$ cat src/rtl/alu_sequencer.sv
// rtl/alu_sequencer.sv - multicycle ALU control FSM (FETCH/DECODE/EXECUTE/MEMORY/WRITEBACK/HALT)
// Optional retired/stall performance counters are enabled with ALU_SEQ_PERF_EN.
module alu_sequencer #(
    parameter int bitsOP  = 6,
    parameter int st      = 3,
    parameter int flag    = 2,
    parameter int HALT_OP = 63
) (
    input  logic              clock,
    input  logic              reset,
    input  logic              instr_valid,
    output logic              instr_ready,
    input  logic [bitsOP-1:0] OPCODE,
    input  logic              flagBRANCH,
    input  logic              mem_done,
    output logic [st-1:0]     State,
    output logic [flag-1:0]   flagALU,
    output logic              pcWrite,
    output logic [1:0]        pcSrc,
    output logic              regWrite,
    output logic              memRead,
    output logic              memWrite,
    output logic              illegal,
    output logic              halted
`ifdef ALU_SEQ_PERF_EN
    ,
    output logic [31:0]       retired_count,
    output logic [31:0]       stall_count
`endif
);

    typedef enum logic [2:0] {
        S_FETCH     = 3'd0,
        S_DECODE    = 3'd1,
        S_EXECUTE   = 3'd2,
        S_MEMORY    = 3'd3,
        S_WRITEBACK = 3'd4,
        S_HALT      = 3'd5
    } state_t;

    state_t            state_q, state_d;
    logic [bitsOP-1:0] opcode_q, opcode_d;

    logic is_r, is_ld, is_st, is_jmp, is_sh, is_br, is_halt, is_ill;

    always_comb begin
        is_halt = (opcode_q == bitsOP'(HALT_OP));
        is_r    = (opcode_q == bitsOP'(0));
        is_ld   = (opcode_q == bitsOP'(1));
        is_st   = (opcode_q == bitsOP'(2));
        is_jmp  = (opcode_q == bitsOP'(3));
        is_sh   = (opcode_q == bitsOP'(4)) || (opcode_q == bitsOP'(5));
        is_br   = (opcode_q == bitsOP'(6)) || (opcode_q == bitsOP'(7));
        is_ill  = !(is_halt || is_r || is_ld || is_st || is_jmp || is_sh || is_br);
    end

    always_ff @(posedge clock) begin
        if (reset) begin
            state_q  <= S_FETCH;
            opcode_q <= '0;
        end else begin
            state_q  <= state_d;
            opcode_q <= opcode_d;
        end
    end

    always_comb begin
        state_d     = state_q;
        opcode_d    = opcode_q;
        instr_ready = 1'b0;
        flagALU     = '0;
        pcWrite     = 1'b0;
        pcSrc       = 2'd0;
        regWrite    = 1'b0;
        memRead     = 1'b0;
        memWrite    = 1'b0;
        illegal     = 1'b0;
        halted      = 1'b0;
        case (state_q)
            S_FETCH: begin
                instr_ready = 1'b1;
                if (instr_valid) begin
                    opcode_d = OPCODE;
                    state_d  = S_DECODE;
                end
            end
            S_DECODE: begin
                if (is_halt)     state_d = S_HALT;
                else if (is_jmp) state_d = S_WRITEBACK;
                else if (is_ill) begin
                    illegal = 1'b1;
                    state_d = S_FETCH;
                end else         state_d = S_EXECUTE;
            end
            S_EXECUTE: begin
                // Load/store use the ALU only for the ADDI address calculation.
                if (is_r || is_ld || is_st)  flagALU = flag'(1);
                else if (is_sh || is_br)     flagALU = flag'(2);
                state_d = (is_ld || is_st) ? S_MEMORY : S_WRITEBACK;
            end
            S_MEMORY: begin
                memRead  = is_ld;
                memWrite = is_st;
                if (mem_done) begin
                    // A store retires here since it has nothing to write back.
                    pcWrite = is_st;
                    state_d = is_ld ? S_WRITEBACK : S_FETCH;
                end
            end
            S_WRITEBACK: begin
                regWrite = is_r || is_sh || is_ld;
                pcWrite  = 1'b1;
                if (is_jmp)                  pcSrc = 2'd2;
                else if (is_br && flagBRANCH) pcSrc = 2'd1;
                state_d = S_FETCH;
            end
            S_HALT: begin
                halted = 1'b1;
            end
            default: state_d = S_FETCH;
        endcase
    end

    assign State = st'(state_q);

`ifdef ALU_SEQ_PERF_EN
    logic [31:0] retired_q, retired_d, stall_q, stall_d;

    always_comb begin
        retired_d = retired_q + {31'd0, pcWrite};
        stall_d   = stall_q + {31'd0, ((state_q == S_FETCH) && !instr_valid) ||
                                      ((state_q == S_MEMORY) && !mem_done)};
    end

    always_ff @(posedge clock) begin
        if (reset) begin
            retired_q <= '0;
            stall_q   <= '0;
        end else begin
            retired_q <= retired_d;
            stall_q   <= stall_d;
        end
    end

    assign retired_count = retired_q;
    assign stall_count   = stall_q;
`endif

endmodule

$ cat config.mk
export PLATFORM = sky130hd
export DESIGN_NAME = alu_sequencer
export DESIGN_NICKNAME = d
export VERILOG_FILES = /design/src/rtl/alu_sequencer.sv
export SDC_FILE = /design/constraint.sdc
export NUM_CORES = 1
export LEC_CHECK = 0
export ABC_AREA = 0
export ABC_CLOCK_PERIOD_IN_PS = 1950
export CELL_PAD_IN_SITES_DETAIL_PLACEMENT = 1
export CELL_PAD_IN_SITES_GLOBAL_PLACEMENT = 1
export CORE_MARGIN = 5
export CORE_UTILIZATION = 29
export DETAILED_ROUTE_END_ITERATION = 6
export PLACE_DENSITY_LB_ADDON = 0.25
export SLEW_MARGIN = 20
export SYNTH_ARGS = -nofsm -noshare
export SYNTH_HDL_FRONTEND = slang
export SYNTH_SLANG_ARGS = --single-unit
$ cat constraint.sdc
create_clock -name clock -period 1.95 [get_ports clock]
set_input_delay 0.4875 -clock clock [delete_from_list [all_inputs] [get_ports clock]]
set_output_delay 0.4875 -clock clock [all_outputs]
set_load 0.03 [all_outputs]
* Word level (Yosys, flattened, before mapping) *
Cells that the tools add are included.

storage, ports and cells
  output and inout port bits = 14
  input bits = 11
  bits in registers = 9
  word-level logic and storage cells = 62

operators by class
  reduce and logical (&&, ||, !) cells = 19
  multiplexer cells = 25
  eq/ne operators = 15
  bitwise logic cells = 1

operator list
  kind                count
  $eq 6x3->1 const B  4
  $mux 3              6
  $pmux 3 s5          1
  $logic_or 1x1->1    14
  $eq 6x2->1 const B  2
  $mux 2              6
  $mux 1              11
  $eq 3x2->1 const B  2
  $eq 3x3->1 const B  2
  $eq 6x1->1 const B  1
  $eq 6x6->1 const B  1
  $logic_not 6->1     1
  $ne 2x2->1 const B  2
  $eq 3x1->1 const B  1
  $logic_not 3->1     1
  $reduce_and 3->1    1
  $pmux 1 s2          1
  $reduce_and 2->1    1
  $logic_and 1x1->1   1
  $not 1->1           1

* Longest topological paths before layout *
  depth after elaboration = 11
  mapped depth = 6
  depth with buffers taken out = 4

* Worst setup path before layout *
No wires, ideal clock.

  path type = reg-to-output
  from = reg state_q[0], in the netlist State[0]
  to = out memRead
  path buffers = 1
  cell stages (with the launch flop) = 4
  path slack = -0.536 ns
  data arrival time = 1.998 ns
  cell sequence = dfxtp_1 clkbuf_1 nand2b_1 nor4b_1

between the ends
  longest elaborated chain between the ends = 2

RTL lines
  item                    RTL line  text
  from (decl)             41        state_t state_q, state_d;
  from (signal assigned)  62        state_q <= state_d;
  $eq 3x2->1              79        case (state_q)
  $mux 1                  79
  to (decl)               21        output logic memRead,

No other way between the ends.

* Worst setup path after layout *
  from = reg opcode_q[5]
  to = out pcWrite

between the ends
  longest elaborated chain between the ends = 3

RTL lines
  item                    RTL line  text
  from (decl)             42        logic [bitsOP-1:0] opcode_q, opcode_d;
  from (signal assigned)  63        opcode_q <= opcode_d;
  $eq 6x2->1              50        is_st = (opcode_q == bitsOP'(2));
  $mux 1                  104       if (mem_done) begin
  $pmux 1 s2              79
  to (decl)               18        output logic pcWrite,

No other way between the ends.

==> run metrics <==
status=finished with violations; failing checks=setup timing; setup TNS=-0.156 ns; Yosys top cell area share=29.0%; drt pass-1 iters=4; largest net degree at the start of global routing=12; clock power share=25.2%; vias in the first global route=742; Synth area leader=dfxtp_1; Setup CP Type=reg2out; Internal Power=387 uW; Max Fclk=0.498 GHz; RSZ-0062 raised after global routing=true; global route overflow=0; slew margin rel.=76.0%; Final setup violation count=3; Max IR drop VDD=387 uV; sequential share of power=38.2%; clock sinks=9; Die Area=3170 um2; DRC viols=0; #FFs+latches synth=9; Synth async-reset ratio=0%; DRT met1 WL=900 um; final worst slack=-0.0596 ns; Final Critical Period=2.01 ns; Sw Share=35.2%; Hold Path Cell Cnt=2; Area growth syn-to-layout=66.9%; slew at the pin closest to its max-slew limit=0.361 ns; synth cell count leaders=nor2_1, dfxtp_1, nand2_1; Hold/Removal Path Class=reg2reg; initial antenna violation count=0; DP HPWL=1590 um; initial core utilization=31.0%; Die W=56.3 um; dominant synthesized flop cell=dfxtp_1; CTS tree=yes; Core ar.=2000 um2; fin nets=123; Netlist cell types=33; clock buffer depth=2; layout cells sized above 1=40.5%; Fin. Hold Viols=0; total CTS buffers=3; Post-Place Worst Slack=0.128 ns; Post-Syn Nets=90; CTS Root Cell=clkbuf_4; Critical Path End Type=output port; pwr dens=577 nW/um2; max_cap viols=0; Arr. time, crit path=1.52 ns; Slew Viols, Final=0; Startpoint Class=flop; Die Y=56.3 um; leakage=0.000466 uW; synth top area cells=dfxtp_1, mux2i_1, nor2_1; post-synthesis sequential area ratio=29.0%; Worst-Skew Late Latency=0.27 ns; Syn Area/Cell=7.86 um2; Met2 Wirelength=1050 um; Critical Path Fanout Max=4; Worst Path Required=1.46 ns; site row count=16; routability congestion estimate=0.795; GRT Total Usage=14.4%; R2R depth=5; most common cell in the netlist=nor2_1; via count=716; clk slew on worst S/H paths=0.06 ns; number of synthesized flops with an enable pin=0; design area=1040 um2; top sig layer=met4; vias per cell=5.19; Yosys warning total=0; wire per inst=15.1 um; fin crit share=103%; Ant. Diodes=0; num ports=25; DP Area=936 um2; Port Buffers=24; first-pass GRT wire length=3590 um; skew final=0.00927 ns; CTS HTree Levels=1; WL met3=100 um; remaining antenna violation count after routing=0; Synth Instances=79; Post-Syn Area=621 um2; sw power=211 uW; Detailed Route WL=2080 um; DRT iter0 DRCs=4; combinational share of power=36.6%
-- final cells by class --
| type | count | area [um2] |
|---|---|---|
| inverter | 4 | 15.0 |
| sequential | 9 | 194 |
| clock buffer | 4 | 26.3 |
| multi-input combinational | 60 | 457 |
| tap | 27 | 33.8 |
| fill | 245 | 966 |
| timing repair buffer | 34 | 310 |
-- what timing repair did --
item	in CTS	in global routing
pin swaps	5	5
buffers inserted	1	2
hold buffers	0	0
hold endpoints to repair	0	0
gates resized for setup	7	13
setup endpoints to repair	5	11
cloned	0	0
-- critical path, cell delays in order (launching register included) --
cell and delay (ns):
dfxtp_2 0.35, nor4_4 0.32, nand2_2 0.14, nor4_4 0.16
a21o_2 0.17, buf_6 0.12
-- routing by layer --
layer  vias up  track usage (%)
met2        17             24.7
li1        347                -
met4         0             5.08
met5         -                0
met1       347             16.1
met3         5             5.28
-- kinds of logic (layout without fill, tap and decap cells) --
logic type	after synthesis	count (layout)	share of synthesized area [%]
AO/OA/AOI/OAI	16	16	16.9
XOR/XNOR	2	2	2.82
buffers and inverters	10	42	6.65
flip-flops	9	9	29.0
multiplexers	5	5	8.06
AND/OR/NAND/NOR	37	37	36.5
-- registers in the layout, indices dropped and copies added, names as in the netlist --
signal / cells
opcode_q: 6
State: 3
-- power groups by stage --
stage               logic [uW]  clock network [uW]  registers, uW
global route               236                 169            232
detailed placement         202                   0            233
floorplan                  125                   0            228
CTS                        208                 156            228
global placement           198                   0            232
finish                     219                 151            228
-- metrics by stage --
stage               std cells  utilization, %  hold slack [ns]  total power, uW
global route              138            51.7            0.619              637
finish                    138            51.7            0.566              598
global placement          131            46.8            0.541              430
detailed placement        131            46.8            0.556              435
floorplan                  79               -            0.524              353
CTS                       136            49.1            0.574              592
-- cells in the final DEF (no fill, tap or decap), drive strengths merged, types with 2 or more instances in the layout --
cell / instances
nor2: 10
nor4: 2
nand3: 3
inv: 4
dfxtp: 9
nor3: 4
nand2: 6
nand2b: 3
a31oi: 2
dlymetal6s2s: 2
xor2: 2
o21bai: 2
o21ai: 3
clkbuf: 4
mux2i: 5
dlygate4sd2: 2
a21oi: 4
buf: 19
clkdlybuf4s50: 11
-- final timing paths --
path                             startpoint          end  slack, ns
worst max-delay path            opcode_q[5]      pcWrite      -0.06
worst min-delay path            opcode_q[5]  opcode_q[5]       0.57
worst max register to register  opcode_q[5]     State[2]       0.44
worst min register to register  opcode_q[5]  opcode_q[5]       0.57
Note: power is estimated with default switching activity, not from simulation.
==> edit 1: new RTL, config.mk and constraints unchanged <==
The option `ALU_SEQ_PERF_EN` is turned on by a define.
--- a/src/rtl/alu_sequencer.sv
+++ b/src/rtl/alu_sequencer.sv
@@ -2,2 +2,4 @@
 // Optional retired/stall performance counters are enabled with ALU_SEQ_PERF_EN.
+`define ALU_SEQ_PERF_EN
+
 module alu_sequencer #(
Function (old outputs only; new: retired_count and stall_count): kept (Yosys induction, for registers that start in step).
==> edit 1 against the unedited design <==
The run still ends with negative setup slack left; routed wire length grew to 5.9 times the old value; synthesized cell count rose to 5.3 times the old value; design area rose to 5.8 times the old value; clock skew shrank 0.0022 ns; worst setup slack lost 0.66 ns; sequential cell count grew 64; core utilization is 1.2 points lower; synthesized area rose to 5.7 times the old value; power grew to 6.3 times the old value; critical path type is now reg2reg; critical endpoint is now retired_count[20]; largest cell class unchanged; largest power group unchanged.
==> edit 1: results (changes against the unedited design) <==
| Metric | Value |
|---|---|
| Status | `complete, but fails checks` |
| Violated checks | `negative setup slack` |
| Top post-synthesis cells by area | `dfxtp_1 41%, or4_1 5.3%, a21oi_1 4.7%` |
| Total of fill cells in the finished design | `1,348 (+450%)` |
| Largest net degree at the start of global routing | `40 (+28)` |
| Nets | `604 (+390%)` |
| Global-route usage over all layers | `16.8% (+2.4 points)` |
| Slowest cell on the critical path | `or4_4` |
| DRT Wirelength | `12,300 µm (+490%)` |
| First-pass GRT wire length | `20,000 µm (+460%)` |
| XOR/XNOR Fraction of Synth Area | `5.71% (+2.9 points)` |
| Final setup margin | `-0.718 ns (-0.658 ns)` |
| Post-DP HPWL | `8250 µm (+420%)` |
| Proportion of layout cells with a drive suffix above 1 | `36.5% (-4.0 points)` |
| Synthesized net count | `437 (+390%)` |
| DR iter-0 viols | `112 (+108)` |
| Leakage | `2.67 nW (+470%)` |
| Placed Instances | `705 (+440%)` |
| Worst hold slack | `0.482 ns (-0.0845 ns)` |
| Power density over cell area | `626 mW/mm² (+8.5%)` |
| Max_slew headroom | `75.4% (-0.56 points)` |
| H-tree depth | `3 (+2)` |
| Endpoint, Worst Hold | `retired_count[21]` |
| Crit path DAT | `2.89 ns (+1.37 ns)` |
| Post-Synth Adder-Cell Area | `1.42% (+1.4 points)` |
| Num CTS Buffers | `9 (+6)` |
| Core ar. | `0.0120 mm² (+500%)` |
| Final GP Congestion | `0.840 (+5.6%)` |
| Worst flop-to-flop path startpoint | `opcode_q[2]` |
| R2R cell count | `11 (+6)` |
| Via-per-instance ratio | `5.19 (about the same)` |
| Synth Area in Compound Gates | `12.8% (-4.1 points)` |
| Post-synthesis mux area share | `3.62% (-4.4 points)` |
| Worst min path class | `in2reg` |
| Crit Path Max Fanout | `5 (+1)` |
| Crit-path max cell delay | `0.45 ns (+0.10 ns)` |
| Post-synthesis sequential area ratio | `41.4% (+12 points)` |
| Max VDD drop | `0.000409 V (+5.8%)` |
| Critical R2R Capture | `retired_count[20]` |
| Port bufs | `88 (+270%)` |
| Area after DPL | `0.00517 mm² (+450%)` |
| Most instantiated cells after synthesis | `73 x dfxtp_1, 44 x nor2_1, 33 x a21oi_1` |
| Post-Syn Area per Cell | `8.36 µm² (+6.5%)` |
| Post-synthesis cell type count | `39 (+18%)` |
| Antenna diodes | `0 (unchanged)` |
| Root buffer cell | `clkbuf_16` |
| Vias in the first global route | `4,087 (+450%)` |
| Final setup fails | `56 (+53)` |
| Clock skew | `0.00707 ns (-0.00220 ns)` |
| HP Start | `reset` |
[edit 1: cell types whose count changed in the layout (fill, tap and decap cells not counted), moves of 18 or more]
cell	before	now
buf_6	4	26
buf_4	15	69
dlygate4sd2_1	2	52
dfxtp_1	2	68
nand2_1	4	22
or4_4	0	19
nor2_1	10	39
[edit 1: metal layers]
| layer | global-route usage [%] | up-vias | share of wire [%] | wire length, µm |
|---|---|---|---|---|
| li1 | - | 1879 | - | - |
| met1 | 20.5 | 1872 | 45 | 5470 |
| met2 | 29.3 | 70 | 50 | 6190 |
| met3 | 3.37 | 11 | 3.4 | 414 |
| met4 | 6.09 | 0 | 1.6 | 191 |
| met5 | 0 | - | 0 | 0 |
[edit 1: cells by family after synthesis]
kind of cell / count (synthesis)
AOI/OAI and AO/OA: 75
adders and majority gates: 4
xor gates and xnor gates: 23
and+or+nand+nor: 205
buffers and inverters: 30
muxes: 12
DFF: 73
[edit 1: power breakdown]
part | internal [W] | switching (W) | leakage (nW) | total (W)
clock | 0.000945 | 0.000608 | 0.134 | 0.00155
combinational | 0.000312 | 0.000358 | 1.95 | 0.000669
sequential | 0.00153 | 0.0000329 | 0.592 | 0.00156
total | 0.00279 | 0.000998 | 2.67 | 0.00379
[edit 1: worst max-delay path by stage]
stage	slack, ns	depth (start not counted)	startpoint	end
floorplan	-0.92	10	opcode_q[5]	retired_count[31]
global placement	-0.93	11	mem_done	stall_count[28]
detailed placement	-0.99	11	mem_done	stall_count[26]
CTS	-0.69	11	opcode_q[2]	retired_count[22]
global route	-0.79	11	opcode_q[2]	retired_count[22]
finish	-0.72	11	opcode_q[2]	retired_count[20]
[edit 1: worst reg2reg max path: stages (launching register included)]
cell,delay [ns]
dfxtp_2,0.33
nor4_4,0.33
nand2_2,0.12
nor3_4,0.16
a22o_4,0.16
ha_4,0.16
ha_4,0.14
nand2_2,0.06
or4_4,0.45
buf_6,0.16
nor3_4,0.19
mux2_4,0.31
[edit 1: timing repair]
| item | CTS | global route |
|---|---|---|
| setup endpoints to repair | 115 | 74 |
| resized for setup | 122 | 67 |
| setup buffers | 10 | 12 |
| hold buffers | 0 | 0 |
| cloned | 2 | 0 |
| pin swaps | 33 | 17 |
[edit 1: per-stage QoR]
stage | worst slack, ns | TNS, ns
3_3_place_gp | -0.927 | -38.04
4_1_cts | -0.694 | -19.83
6_report | -0.718 | -21.03
2_1_floorplan | -0.921 | -23.29
3_5_place_dp | -0.990 | -39.72
5_1_grt | -0.794 | -26.20
[edit 1: layout make-up]
cell class | instances | share of cell area, %
flip-flops and latches | 73 | 24.3
well taps | 147 | 3.04
clock buffers | 13 | 4.47
inverters | 8 | 0.580
repair buffers | 177 | 26.4
multi-input cells | 320 | 41.2
==> edit 2: new RTL, same flow settings <==
Without the edit above. The parameter `flag` goes from 2 to 1.
--- a/src/rtl/alu_sequencer.sv
+++ b/src/rtl/alu_sequencer.sv
@@ -5,3 +5,3 @@
     parameter int st      = 3,
-    parameter int flag    = 2,
+    parameter int flag    = 1,
     parameter int HALT_OP = 63
Ports: changed (resized flagALU); port bits go from 25 to 24. No check against the original RTL was run, so the function may have changed too.
==> edit 2 against the unedited design <==
Sequential cell count unchanged; non-clock buffer count increased by 13; sequential power increased by 2%; hold slack improved by 0.056 ns; register-to-register slack got worse by 0.10 ns; highest routed layer unchanged; power increased by 35%; design area increased by 12%; synthesized area decreased by 2.8%; worst setup slack got worse by 0.16 ns; the run still ends with negative setup slack left; largest power group is now combinational cells; sequential share of layout area decreased by 1.9 points; routed wire length increased by 18%; maximum frequency decreased by 7.2%.
==> edit 2: results (changes against the unedited design) <==
| Metric | Value |
|---|---|
| Status | `complete, but fails checks` |
| Violated checks | `negative setup slack` |
| Post-CTS Resized | `18 (+11)` |
| Final setup margin | `-0.216 ns (-0.156 ns)` |
| Top post-synthesis cells by area | `dfxtp_1 30%, nor2_1 8.7%, mux2i_1 8.3%` |
| Num CTS Buffers | `3 (unchanged)` |
| HP Start | `State[2]` |
| Post-synthesis sequential area ratio | `29.9% (+0.84 points)` |
| Synthesized net count | `86 (-4.4%)` |
| Post-synthesis cell type count | `32 (-3.0%)` |
| Setup TNS | `-0.718 ns (-0.562 ns)` |
| Critical R2R Capture | `opcode_q[3]` |
| Proportion of layout cells with a drive suffix above 1 | `51.2% (+11 points)` |
| Port bufs | `23 (-4.2%)` |
| Nets | `133 (+8.1%)` |
| Global-route usage over all layers | `16.6% (+2.3 points)` |
| Flop pwr share | `28.7% (-9.5 points)` |
| Via-per-instance ratio | `4.86 (-6.4%)` |
| Crit Path Max Fanout | `3 (-1)` |
| CTS clk-pin slew, worst paths | `0.07 ns` |
| Place WS | `-0.0624 ns (-0.190 ns)` |
| Clock skew | `0.00107 ns (-0.00820 ns)` |
| Setup bufs post-CTS | `4 (+3)` |
| Worst flop-to-flop path startpoint | `State[1]` |
| Bufs on Longest Clock Path | `2 (unchanged)` |
| Top_reg_cell synth | `dfxtp_1` |
| Net Sw Frac | `39.7% (+4.5 points)` |
| Initial antenna violation count | `0 (unchanged)` |
| Final GP Congestion | `0.790 (-0.70%)` |
| Area after DPL | `995 µm² (+6.3%)` |
| R2R setup slack | `0.34 ns (-0.10 ns)` |
| Leakage | `0.502 nW (+7.7%)` |
| Post-DP HPWL | `1650 µm (+4.1%)` |
| DR iter-0 viols | `5 (+1)` |
| Vias in the first global route | `829 (+12%)` |
| Final setup fails | `5 (+2)` |
| Synth Instances | `75 (-5.1%)` |
| Crit path DAT | `1.68 ns (+0.16 ns)` |
| Largest net degree at the start of global routing | `9 (-3)` |
| CP Capture Point | `flagALU` |
| Worst setup startpoint | `opcode_q[3]` |
| Comb. pwr | `0.000417 W (+90%)` |
| First-pass GRT wire length | `4000 µm (+12%)` |
| Routed length per instance | `16.6 µm (+10%)` |
| Max_slew headroom | `77.1% (+1.1 points)` |
| Sw Pwr | `0.000321 W (+52%)` |
| Most instantiated cells after synthesis | `14 x nor2_1, 9 x dfxtp_1, 5 x a21oi_1, 5 x mux2i_1` |
| Max VDD drop | `0.000594 V (+54%)` |
| Drt first pass iters | `3 (-1)` |
-- edit 2: changes by cell type in the layout (fill, tap and decap cells not counted), sizes merged, moves of 2 or more --
| cell | change |
|---|---|
| o21bai | -2 |
| buf | +13 |
| nor2 | +4 |
| inv | -2 |
| nand2 | -3 |
-- edit 2: critical path, stage by stage, from the launching register on --
cell and delay [ns]:
dfxtp_4 0.36, buf_6 0.12, nor3_4 0.15, or4b_4 0.49, a21oi_2 0.13, buf_6 0.14
-- edit 2: area by class of cell --
class                   instances  area, µm²
clock inverters                 1       5.00
inverters                       2       7.51
multi-input cells              59        478
well taps                      27       33.8
flip-flops and latches          9        195
clock buffers                   3       22.5
repair buffers                 47        415
fillers                       226        825
-- edit 2: how the worst min path moves through the flow --
stage,slack [ns],depth (start not counted),to
after floorplan,0.55,2,opcode_q[2]
after detailed placement,0.57,2,State[2]
final,0.62,2,State[0]
after global routing,0.65,2,State[0]
after global placement,0.57,2,State[2]
after CTS,0.56,2,State[2]
-- edit 2: layer usage --
layer  vias up  wire length (µm)  share of wire (%)  track usage, %
met5         -                 0                  0               0
met4         0                15               0.61            5.56
met3         2               103                4.2            6.96
met2        16              1330                 54            28.9
met1       343              1010                 41            18.0
li1        358                 -                  -               -
-- edit 2: through the flow --
step	std cells	utilization, %
2_1_floorplan	75	-
3_3_place_gp	137	50.2
3_5_place_dp	137	50.2
4_1_cts	145	54.7
5_1_grt	148	58.4
6_report	148	58.4
-- edit 2: logic make-up after synthesis --
| family | Yosys count | share of synthesized area [%] |
|---|---|---|
| AND/OR/NAND/NOR | 37 | 38.0 |
| XOR/XNOR | 1 | 1.45 |
| flip-flops | 9 | 29.9 |
| buffers and inverters | 7 | 4.56 |
| AO/OA/AOI/OAI | 15 | 16.0 |
| multiplexers | 6 | 10.2 |
